$ cat config.mk
export PLATFORM = sky130hd
export DESIGN_NAME = id_ex_skid_stage
export DESIGN_NICKNAME = d
export VERILOG_FILES = /design/src/rtl/pipe_pkg.sv /design/src/rtl/pipe_entry_reg.sv /design/src/rtl/id_ex_skid_stage.sv
export SDC_FILE = /design/constraint.sdc
export NUM_CORES = 1
export LEC_CHECK = 0
export BUFFER_PORTS_ARGS = -buffer_cell sky130_fd_sc_hd__buf_2
export CAP_MARGIN = 20
export CORE_ASPECT_RATIO = 1.25
export CORE_MARGIN = 10
export CORE_UTILIZATION = 45
export CTS_BUF_LIST = sky130_fd_sc_hd__clkbuf_8
export DETAILED_ROUTE_END_ITERATION = 8
export GPL_TIMING_DRIVEN = 0
export MAX_ROUTING_LAYER = met4
export PLACE_DENSITY = 0.68
export SLEW_MARGIN = 20
export SYNTH_ARGS = -nofsm -noshare
export SYNTH_HDL_FRONTEND = slang
export SYNTH_HIERARCHICAL = 1
export SYNTH_SLANG_ARGS = --single-unit
$ cat constraint.sdc
create_clock -name clk -period 4.9 [get_ports clk]
set_input_delay 0.245 -clock clk [delete_from_list [all_inputs] [get_ports clk]]
set_output_delay 0.245 -clock clk [all_outputs]
set_load 0.03 [all_outputs]
$ cat src/rtl/pipe_pkg.sv
`default_nettype none
// ============================================================================
// Module   : pipe_pkg
// Brief    : Shared pipeline control-bundle layout and helpers.
// Revision : 1.0 - initial release
// ============================================================================
package pipe_pkg;

    localparam int CTRL_W = 8;

    localparam int REGDST   = 0;
    localparam int REGWRITE = 1;
    localparam int ALUOP_LO = 2;
    localparam int ALUOP_HI = 3;
    localparam int ALUSRC   = 4;
    localparam int MEMW     = 5;
    localparam int MEMR     = 6;
    localparam int MEMTOREG = 7;

    localparam logic [CTRL_W-1:0] CTRL_BUBBLE = '0;

    typedef enum logic [1:0] {
        ALU_ADD   = 2'b00,
        ALU_SUB   = 2'b01,
        ALU_FUNCT = 2'b10,
        ALU_RSVD  = 2'b11
    } alu_op_e;

    function automatic logic ctrl_has_side_effect(input logic [CTRL_W-1:0] ctrl);
        return ctrl[REGWRITE] | ctrl[MEMW];
    endfunction

    function automatic alu_op_e ctrl_alu_op(input logic [CTRL_W-1:0] ctrl);
        return alu_op_e'(ctrl[ALUOP_HI:ALUOP_LO]);
    endfunction

endpackage : pipe_pkg
`default_nettype wire

$ cat src/rtl/pipe_entry_reg.sv
`default_nettype none
// ============================================================================
// Module   : pipe_entry_reg
// Brief    : One pipeline entry (valid + control + payload), falling-edge.
// Revision : 1.0 - initial release
// ============================================================================
module pipe_entry_reg
    import pipe_pkg::*;
#(
    parameter int DATA_W  = 32,
    parameter int RADDR_W = 5,
    parameter int CTRL_W  = pipe_pkg::CTRL_W
) (
    input  logic               clk,
    input  logic               rst_n,
    input  logic               clear,
    input  logic               load,
    input  logic [CTRL_W-1:0]  d_ctrl,
    input  logic [DATA_W-1:0]  d_rs,
    input  logic [DATA_W-1:0]  d_rt,
    input  logic [RADDR_W-1:0] d_rt_addr,
    input  logic [RADDR_W-1:0] d_rd_addr,
    input  logic [DATA_W-1:0]  d_imm,
    output logic               valid,
    output logic [CTRL_W-1:0]  q_ctrl,
    output logic [DATA_W-1:0]  q_rs,
    output logic [DATA_W-1:0]  q_rt,
    output logic [RADDR_W-1:0] q_rt_addr,
    output logic [RADDR_W-1:0] q_rd_addr,
    output logic [DATA_W-1:0]  q_imm
);

    logic               r_valid;
    logic [CTRL_W-1:0]  r_ctrl;
    logic [DATA_W-1:0]  r_rs;
    logic [DATA_W-1:0]  r_rt;
    logic [RADDR_W-1:0] r_rt_addr;
    logic [RADDR_W-1:0] r_rd_addr;
    logic [DATA_W-1:0]  r_imm;

    // Clear only kills the control bits; payload may stay stale in a bubble.
    always_ff @(negedge clk) begin
        if (!rst_n) begin
            r_valid   <= 1'b0;
            r_ctrl    <= '0;
            r_rs      <= '0;
            r_rt      <= '0;
            r_rt_addr <= '0;
            r_rd_addr <= '0;
            r_imm     <= '0;
        end else if (clear) begin
            r_valid   <= 1'b0;
            r_ctrl    <= '0;
        end else if (load) begin
            r_valid   <= 1'b1;
            r_ctrl    <= d_ctrl;
            r_rs      <= d_rs;
            r_rt      <= d_rt;
            r_rt_addr <= d_rt_addr;
            r_rd_addr <= d_rd_addr;
            r_imm     <= d_imm;
        end
    end

    assign valid     = r_valid;
    assign q_ctrl    = r_ctrl;
    assign q_rs      = r_rs;
    assign q_rt      = r_rt;
    assign q_rt_addr = r_rt_addr;
    assign q_rd_addr = r_rd_addr;
    assign q_imm     = r_imm;

endmodule : pipe_entry_reg
`default_nettype wire

$ cat src/rtl/id_ex_skid_stage.sv
`default_nettype none
// ============================================================================
// Module   : id_ex_skid_stage
// Brief    : ID->EX register with valid/ready, skid entry, flush, stall count.
// Revision : 1.0 - initial release
// ============================================================================
module id_ex_skid_stage
    import pipe_pkg::*;
#(
    parameter int DATA_W  = 32,
    parameter int RADDR_W = 5,
    parameter int CTRL_W  = pipe_pkg::CTRL_W,
    parameter int CNT_W   = 16
) (
    input  logic               clk,
    input  logic               rst_n,
    input  logic               flush,
    input  logic               in_valid,
    output logic               in_ready,
    input  logic [CTRL_W-1:0]  in_ctrl,
    input  logic [DATA_W-1:0]  in_rs,
    input  logic [DATA_W-1:0]  in_rt,
    input  logic [RADDR_W-1:0] in_rt_addr,
    input  logic [RADDR_W-1:0] in_rd_addr,
    input  logic [DATA_W-1:0]  in_imm,
    output logic               out_valid,
    input  logic               out_ready,
    output logic [CTRL_W-1:0]  out_ctrl,
    output logic [DATA_W-1:0]  out_rs,
    output logic [DATA_W-1:0]  out_rt,
    output logic [RADDR_W-1:0] out_rt_addr,
    output logic [RADDR_W-1:0] out_rd_addr,
    output logic [DATA_W-1:0]  out_imm,
    output logic [CNT_W-1:0]   stall_cnt
);

    logic               w_m_valid;
    logic [CTRL_W-1:0]  w_m_ctrl;
    logic               w_s_valid;
    logic [CTRL_W-1:0]  w_s_ctrl;
    logic [DATA_W-1:0]  w_s_rs;
    logic [DATA_W-1:0]  w_s_rt;
    logic [RADDR_W-1:0] w_s_rt_addr;
    logic [RADDR_W-1:0] w_s_rd_addr;
    logic [DATA_W-1:0]  w_s_imm;

    logic               w_accept;
    logic               w_drain;
    logic               w_m_load;
    logic               w_m_clear;
    logic               w_m_from_skid;
    logic               w_s_load;
    logic               w_s_clear;
    logic               w_s_valid_nxt;

    logic [CTRL_W-1:0]  w_m_d_ctrl;
    logic [DATA_W-1:0]  w_m_d_rs;
    logic [DATA_W-1:0]  w_m_d_rt;
    logic [RADDR_W-1:0] w_m_d_rt_addr;
    logic [RADDR_W-1:0] w_m_d_rd_addr;
    logic [DATA_W-1:0]  w_m_d_imm;

    logic               r_in_ready;
    logic [CNT_W-1:0]   r_stall_cnt;

    assign w_accept = in_valid & r_in_ready;
    assign w_drain  = w_m_valid & out_ready;

    always_comb begin
        w_m_load      = 1'b0;
        w_m_clear     = 1'b0;
        w_m_from_skid = 1'b0;
        w_s_load      = 1'b0;
        w_s_clear     = 1'b0;
        if (flush) begin
            w_m_clear = 1'b1;
            w_s_clear = 1'b1;
        end else if (w_drain) begin
            if (w_s_valid) begin
                // in_ready is low whenever S is full, so no accept can race this move.
                w_m_load      = 1'b1;
                w_m_from_skid = 1'b1;
                w_s_clear     = 1'b1;
            end else if (w_accept) begin
                w_m_load = 1'b1;
            end else begin
                w_m_clear = 1'b1;
            end
        end else if (w_m_valid) begin
            w_s_load = w_accept;
        end else begin
            w_m_load = w_accept;
        end
    end

    always_comb begin
        w_s_valid_nxt = w_s_valid;
        if (w_s_clear) begin
            w_s_valid_nxt = 1'b0;
        end else if (w_s_load) begin
            w_s_valid_nxt = 1'b1;
        end
    end

    assign w_m_d_ctrl    = w_m_from_skid ? w_s_ctrl    : in_ctrl;
    assign w_m_d_rs      = w_m_from_skid ? w_s_rs      : in_rs;
    assign w_m_d_rt      = w_m_from_skid ? w_s_rt      : in_rt;
    assign w_m_d_rt_addr = w_m_from_skid ? w_s_rt_addr : in_rt_addr;
    assign w_m_d_rd_addr = w_m_from_skid ? w_s_rd_addr : in_rd_addr;
    assign w_m_d_imm     = w_m_from_skid ? w_s_imm     : in_imm;

    pipe_entry_reg #(
        .DATA_W  (DATA_W),
        .RADDR_W (RADDR_W),
        .CTRL_W  (CTRL_W)
    ) u_main (
        .clk       (clk),
        .rst_n     (rst_n),
        .clear     (w_m_clear),
        .load      (w_m_load),
        .d_ctrl    (w_m_d_ctrl),
        .d_rs      (w_m_d_rs),
        .d_rt      (w_m_d_rt),
        .d_rt_addr (w_m_d_rt_addr),
        .d_rd_addr (w_m_d_rd_addr),
        .d_imm     (w_m_d_imm),
        .valid     (w_m_valid),
        .q_ctrl    (w_m_ctrl),
        .q_rs      (out_rs),
        .q_rt      (out_rt),
        .q_rt_addr (out_rt_addr),
        .q_rd_addr (out_rd_addr),
        .q_imm     (out_imm)
    );

    pipe_entry_reg #(
        .DATA_W  (DATA_W),
        .RADDR_W (RADDR_W),
        .CTRL_W  (CTRL_W)
    ) u_skid (
        .clk       (clk),
        .rst_n     (rst_n),
        .clear     (w_s_clear),
        .load      (w_s_load),
        .d_ctrl    (in_ctrl),
        .d_rs      (in_rs),
        .d_rt      (in_rt),
        .d_rt_addr (in_rt_addr),
        .d_rd_addr (in_rd_addr),
        .d_imm     (in_imm),
        .valid     (w_s_valid),
        .q_ctrl    (w_s_ctrl),
        .q_rs      (w_s_rs),
        .q_rt      (w_s_rt),
        .q_rt_addr (w_s_rt_addr),
        .q_rd_addr (w_s_rd_addr),
        .q_imm     (w_s_imm)
    );

    // Dedicated flop keeps in_ready free of any path from out_ready.
    always_ff @(negedge clk) begin
        if (!rst_n) begin
            r_in_ready <= 1'b1;
        end else begin
            r_in_ready <= ~w_s_valid_nxt;
        end
    end

    always_ff @(negedge clk) begin
        if (!rst_n) begin
            r_stall_cnt <= '0;
        end else if (w_m_valid && !out_ready && (r_stall_cnt != {CNT_W{1'b1}})) begin
            r_stall_cnt <= r_stall_cnt + CNT_W'(1);
        end
    end

    assign in_ready  = r_in_ready;
    assign out_valid = w_m_valid;
    assign out_ctrl  = w_m_valid ? w_m_ctrl : '0;
    assign stall_cnt = r_stall_cnt;

endmodule : id_ex_skid_stage
`default_nettype wire

### Word-level counts from Yosys, hierarchy flattened

Index checks and enable logic that the tools add are counted.

| operators by class | value |
|---|---|
| eq/ne operators | 1 |
| reductions and logical operators | 7 |
| muxes and demuxes | 25 |
| bitwise operators | 6 |
| add/subtract/negate cells | 1 |

Operator list:

| kind | number |
|---|---|
| 2-to-1 mux 32 bit | 3 |
| 2-to-1 mux 1 bit | 18 |
| adder 16 x 1 -> 16 bit (second input constant) | 1 |
| 2-to-1 mux 8 bit | 2 |
| inequality test 16 bit (second input constant) | 1 |
| 2-to-1 mux 5 bit | 2 |
| NOT 1 bit | 4 |
| AND reduction 2 bit | 2 |
| OR reduction 2 bit | 2 |
| bitwise AND 1 bit | 2 |
| logical AND 1 bit | 2 |
| zero test 1 bit | 1 |

| word-level totals | value |
|---|---|
| logic and storage cells | 56 |
| register bits | 247 |
| bits of input ports | 119 |
| output and inout port bits | 132 |

### Logic depth before layout (Yosys ltp)

| logic depth | value |
|---|---|
| word-level depth | 7 |
| depth in mapped cells | 10 |
| gate-level depth less buffers | 6 |

### Cells and area by module

The synthesis kept the hierarchy.

Modules (own cells, without submodules):

| module | cells an instance | times used | seq. area each (um^2) | area each (um^2) |
|---|---|---|---|---|
| pipe_entry_reg | 492 | 2 | 2302.2 | 4560.6 |
| id_ex_skid_stage | 255 | 1 | 340.3 | 2321.0 |

==> flow_results.xml <==
<?xml version="1.0" encoding="UTF-8"?>
<metrics>
  <group name="status">
    <metric name="status" unit="">finished, final reports clean</metric>
  </group>
  <group name="finish">
    <metric name="area_delta_synth_final" unit="%">29.3</metric>
    <metric name="sequential_cell_area" unit="sq mm">0.00494</metric>
    <metric name="commonest_non_fill_non_tap_cells_in_the_layout" unit="">sky130_fd_sc_hd__nand2_1, sky130_fd_sc_hd__inv_1, sky130_fd_sc_hd__buf_2</metric>
    <metric name="mostFrequentLayoutCell" unit="">sky130_fd_sc_hd__nand2_1</metric>
    <metric name="num-fill-cells" unit="">2319</metric>
    <metric name="layout.nets" unit="">1899</metric>
    <metric name="multi_input_area" unit="sq mm">0.00586</metric>
    <metric name="drive_gt1_share" unit="%">25.9</metric>
  </group>
  <group name="detailed_routing">
    <metric name="wl_per_cell" unit="um">15.6</metric>
    <metric name="final_antenna_net_count" unit="">0</metric>
    <metric name="via_count" unit="">10400</metric>
    <metric name="totalWireLength" unit="mm">33.5</metric>
    <metric name="detail_route.drc_violations" unit="">0</metric>
    <metric name="drt_iter0_markers" unit="">405</metric>
    <metric name="drt_pre_antenna_iters" unit="">5</metric>
    <metric name="viasPerCell" unit="">4.83</metric>
  </group>
  <group name="min_path">
    <metric name="hold_path_depth" unit="">2</metric>
    <metric name="holdCritPathClass" unit="">flop to flop</metric>
  </group>
  <group name="floorplan">
    <metric name="die_area" unit="sq mm">0.0322</metric>
    <metric name="io_pins" unit="">251</metric>
    <metric name="die-height" unit="um">198</metric>
    <metric name="initial_utilization" unit="%">45.5</metric>
    <metric name="die_width" unit="um">163</metric>
    <metric name="floorplan.rows" unit="">65</metric>
    <metric name="core-area" unit="sq mm">0.0251</metric>
  </group>
  <group name="clock_network">
    <metric name="hold_buffers" unit="">0</metric>
    <metric name="cts.sink_count" unit="">247</metric>
    <metric name="worst_setup_hold_path_clk_slew" unit="ns">0.03</metric>
    <metric name="cts_buffers" unit="">44</metric>
    <metric name="postCtsSetupRepairBufs" unit="">0</metric>
    <metric name="htree_levels" unit="">2</metric>
    <metric name="root_buffer" unit="">sky130_fd_sc_hd__clkbuf_8</metric>
    <metric name="post_cts.resized_instances" unit="">0</metric>
    <metric name="insertion_delay" unit="ns">0.58</metric>
    <metric name="tritoncts_clock_tree" unit="">done</metric>
    <metric name="clk_path_buf_depth" unit="">3</metric>
  </group>
  <group name="power">
    <metric name="power.density" unit="mW/mm^2">338</metric>
    <metric name="power.ir.vdd_worst" unit="mV">0.215</metric>
    <metric name="static-leakage-power" unit="nW">7.00</metric>
    <metric name="power.total" unit="W">0.00501</metric>
  </group>
  <group name="synth">
    <metric name="synth-seq-area-share" unit="%">43.2</metric>
    <metric name="syn_nets" unit="">1359</metric>
    <metric name="yosys_warnings" unit="">6</metric>
    <metric name="synth_seq_cells" unit="">247</metric>
    <metric name="synth_area" unit="sq mm">0.0114</metric>
    <metric name="netlist_instances" unit="">1239</metric>
    <metric name="netlist-cell-type-count" unit="">40</metric>
    <metric name="synthesis.area_per_instance" unit="sq um">9.24</metric>
  </group>
  <group name="setup_path">
    <metric name="critical_path.endpoint_type" unit="">flop</metric>
    <metric name="setup.worst_path.start_class" unit="">primary input</metric>
    <metric name="r2r.worst_path.cells" unit="">8</metric>
    <metric name="data_required_time_of_the_critical_path" unit="ns">2.90</metric>
    <metric name="worst-setup-path-type" unit="">primary input to flop</metric>
    <metric name="cp_max_fo" unit="">10</metric>
    <metric name="critPathArrivalTime" unit="ns">2.54</metric>
  </group>
  <group name="global_routing">
    <metric name="global_route.usage.total" unit="%">20.6</metric>
    <metric name="grt_max_degree" unit="">12</metric>
    <metric name="first_pass_grt_wire_length" unit="mm">53.6</metric>
    <metric name="antenna_violations_before_repair" unit="">12</metric>
    <metric name="first_global_vias" unit="">11400</metric>
    <metric name="globalRoute.totalOverflow" unit="">0</metric>
  </group>
  <group name="sta">
    <metric name="setup_viol" unit="">0</metric>
    <metric name="grt_setup_unrepaired" unit="">no</metric>
    <metric name="report.final.hold_viol_count" unit="">0</metric>
    <metric name="timing.slew.headroom" unit="%">38.4</metric>
    <metric name="setup_tns" unit="ns">0</metric>
    <metric name="fin_ws" unit="ns">0.356</metric>
    <metric name="report.final.slew_viol_count" unit="">0</metric>
    <metric name="worst-slew-pin-transition" unit="ns">0.916</metric>
    <metric name="fin_skew" unit="ns">0.0215</metric>
  </group>
  <group name="placement">
    <metric name="hpwl" unit="mm">23.5</metric>
    <metric name="place_ws" unit="ns">-0.293</metric>
    <metric name="buffer_ports.inserted" unit="">250</metric>
    <metric name="place_congestion" unit="">0.807</metric>
  </group>
  <group name="flow_run">
    <metric name="maxCapViolations" unit="">0</metric>
  </group>
</metrics>
[sequential cells by signal, indices dropped and copies added, names as in the netlist]
name	count
u_main/q_ctrl	8
u_main/q_rd_addr	5
stall_cnt	16
u_main/q_rt	32
u_skid/q_rt_addr	5
u_main/q_rt_addr	5
u_main/valid	1
in_ready	1
u_skid/q_rs	32
u_main/q_rs	32
u_skid/q_imm	32
u_main/q_imm	32
u_skid/valid	1
u_skid/q_rt	32
u_skid/q_rd_addr	5
u_skid/q_ctrl	8
[worst paths after layout]
check	start	endpoint	slack, ns
worst max-delay path	out_ready	u_main/q_rt_addr[1]	0.36
worst min-delay path	u_main/q_rt_addr[0]	u_main/q_rt_addr[0]	0.46
worst max register to register	u_main/valid	u_main/q_rt_addr[1]	2.20
worst min register to register	u_main/q_rt_addr[0]	u_main/q_rt_addr[0]	0.46
[cells by family after synthesis]
logic type	after synthesis	share of synthesized area (%)
muxes	346	31.5
adders and majority gates	1	0.109
buffers and inverters	104	5.54
AOI/OAI and AO/OA	26	1.47
DFF	247	43.2
and+or+nand+nor	515	18.2
[cells in the mapped netlist, drive strengths merged]
master / n / area share [%]
o21ai: 3 / 0.13
buf: 41 / 3.5
a21o: 1 / 0.066
ha: 1 / 0.11
inv: 10 / 0.33
o41ai: 1 / 0.077
nand2b: 6 / 0.39
and2: 8 / 0.44
nand3: 7 / 0.31
or4: 4 / 0.27
o31ai: 3 / 0.20
nand2: 438 / 14
nand4b: 1 / 0.077
o2111ai: 1 / 0.077
o21a: 1 / 0.066
dfxtp: 247 / 43
or3: 5 / 0.28
a311oi: 1 / 0.077
mux2: 114 / 11
clkbuf: 53 / 1.7
nand4: 7 / 0.38
nor4: 3 / 0.22
a31oi: 2 / 0.11
o31a: 1 / 0.087
a31o: 1 / 0.077
nor2b: 2 / 0.24
mux2i: 232 / 20
nor3: 5 / 0.22
nor2: 29 / 0.95
a21oi: 10 / 0.44
a211oi: 1 / 0.066
[layer usage]
layer  GRT usage (%)  up-vias  share of wire, %
li1                -     5211                 -
met1            21.5     4866                42
met2            33.1      256                50
met3            8.31       53               6.1
met4            10.1        0               2.0
met5               -        -                 0
[stage by stage]
stage / util, % / hold slack, ns / std cells / instance area [sq um]
2_1_floorplan: - / 0.441 / 1239 / 11400
3_3_place_gp: 52.2 / 0.449 / 1824 / 13100
3_5_place_dp: 52.2 / 0.452 / 1824 / 13100
4_1_cts: 58.8 / 0.461 / 2140 / 14800
5_1_grt: 58.9 / 0.474 / 2152 / 14800
6_report: 58.9 / 0.457 / 2152 / 14800
[critical path, stage by stage]
cell and delay [ns]:
sky130_fd_sc_hd__buf_2 0.13, sky130_fd_sc_hd__nand3_1 0.11, sky130_fd_sc_hd__nand2b_1 0.11, sky130_fd_sc_hd__clkbuf_1 0.46
sky130_fd_sc_hd__clkbuf_1 0.52, sky130_fd_sc_hd__buf_2 0.41, sky130_fd_sc_hd__mux2_2 0.37, sky130_fd_sc_hd__nand2_1 0.07
sky130_fd_sc_hd__mux2i_1 0.09
[where the power goes]
group / internal [W] / switching, W / leakage, nW
clock: 0.00112 / 0.00137 / 1.72
sequential: 0.00206 / 0.0000195 / 2.00
combinational: 0.000170 / 0.000266 / 3.29
[layout make-up]
class / count / share of cell area (%)
clock inverter: 274 / 7.08
sequential: 247 / 33.4
tap: 335 / 2.83
antenna: 12 / 0.203
inverter: 7 / 0.178
timing repair buffer: 250 / 8.45
buffer: 94 / 4.03
multi-input combinational: 888 / 39.6
clock buffer: 45 / 4.18
Power figures use the tool's default switching activity.
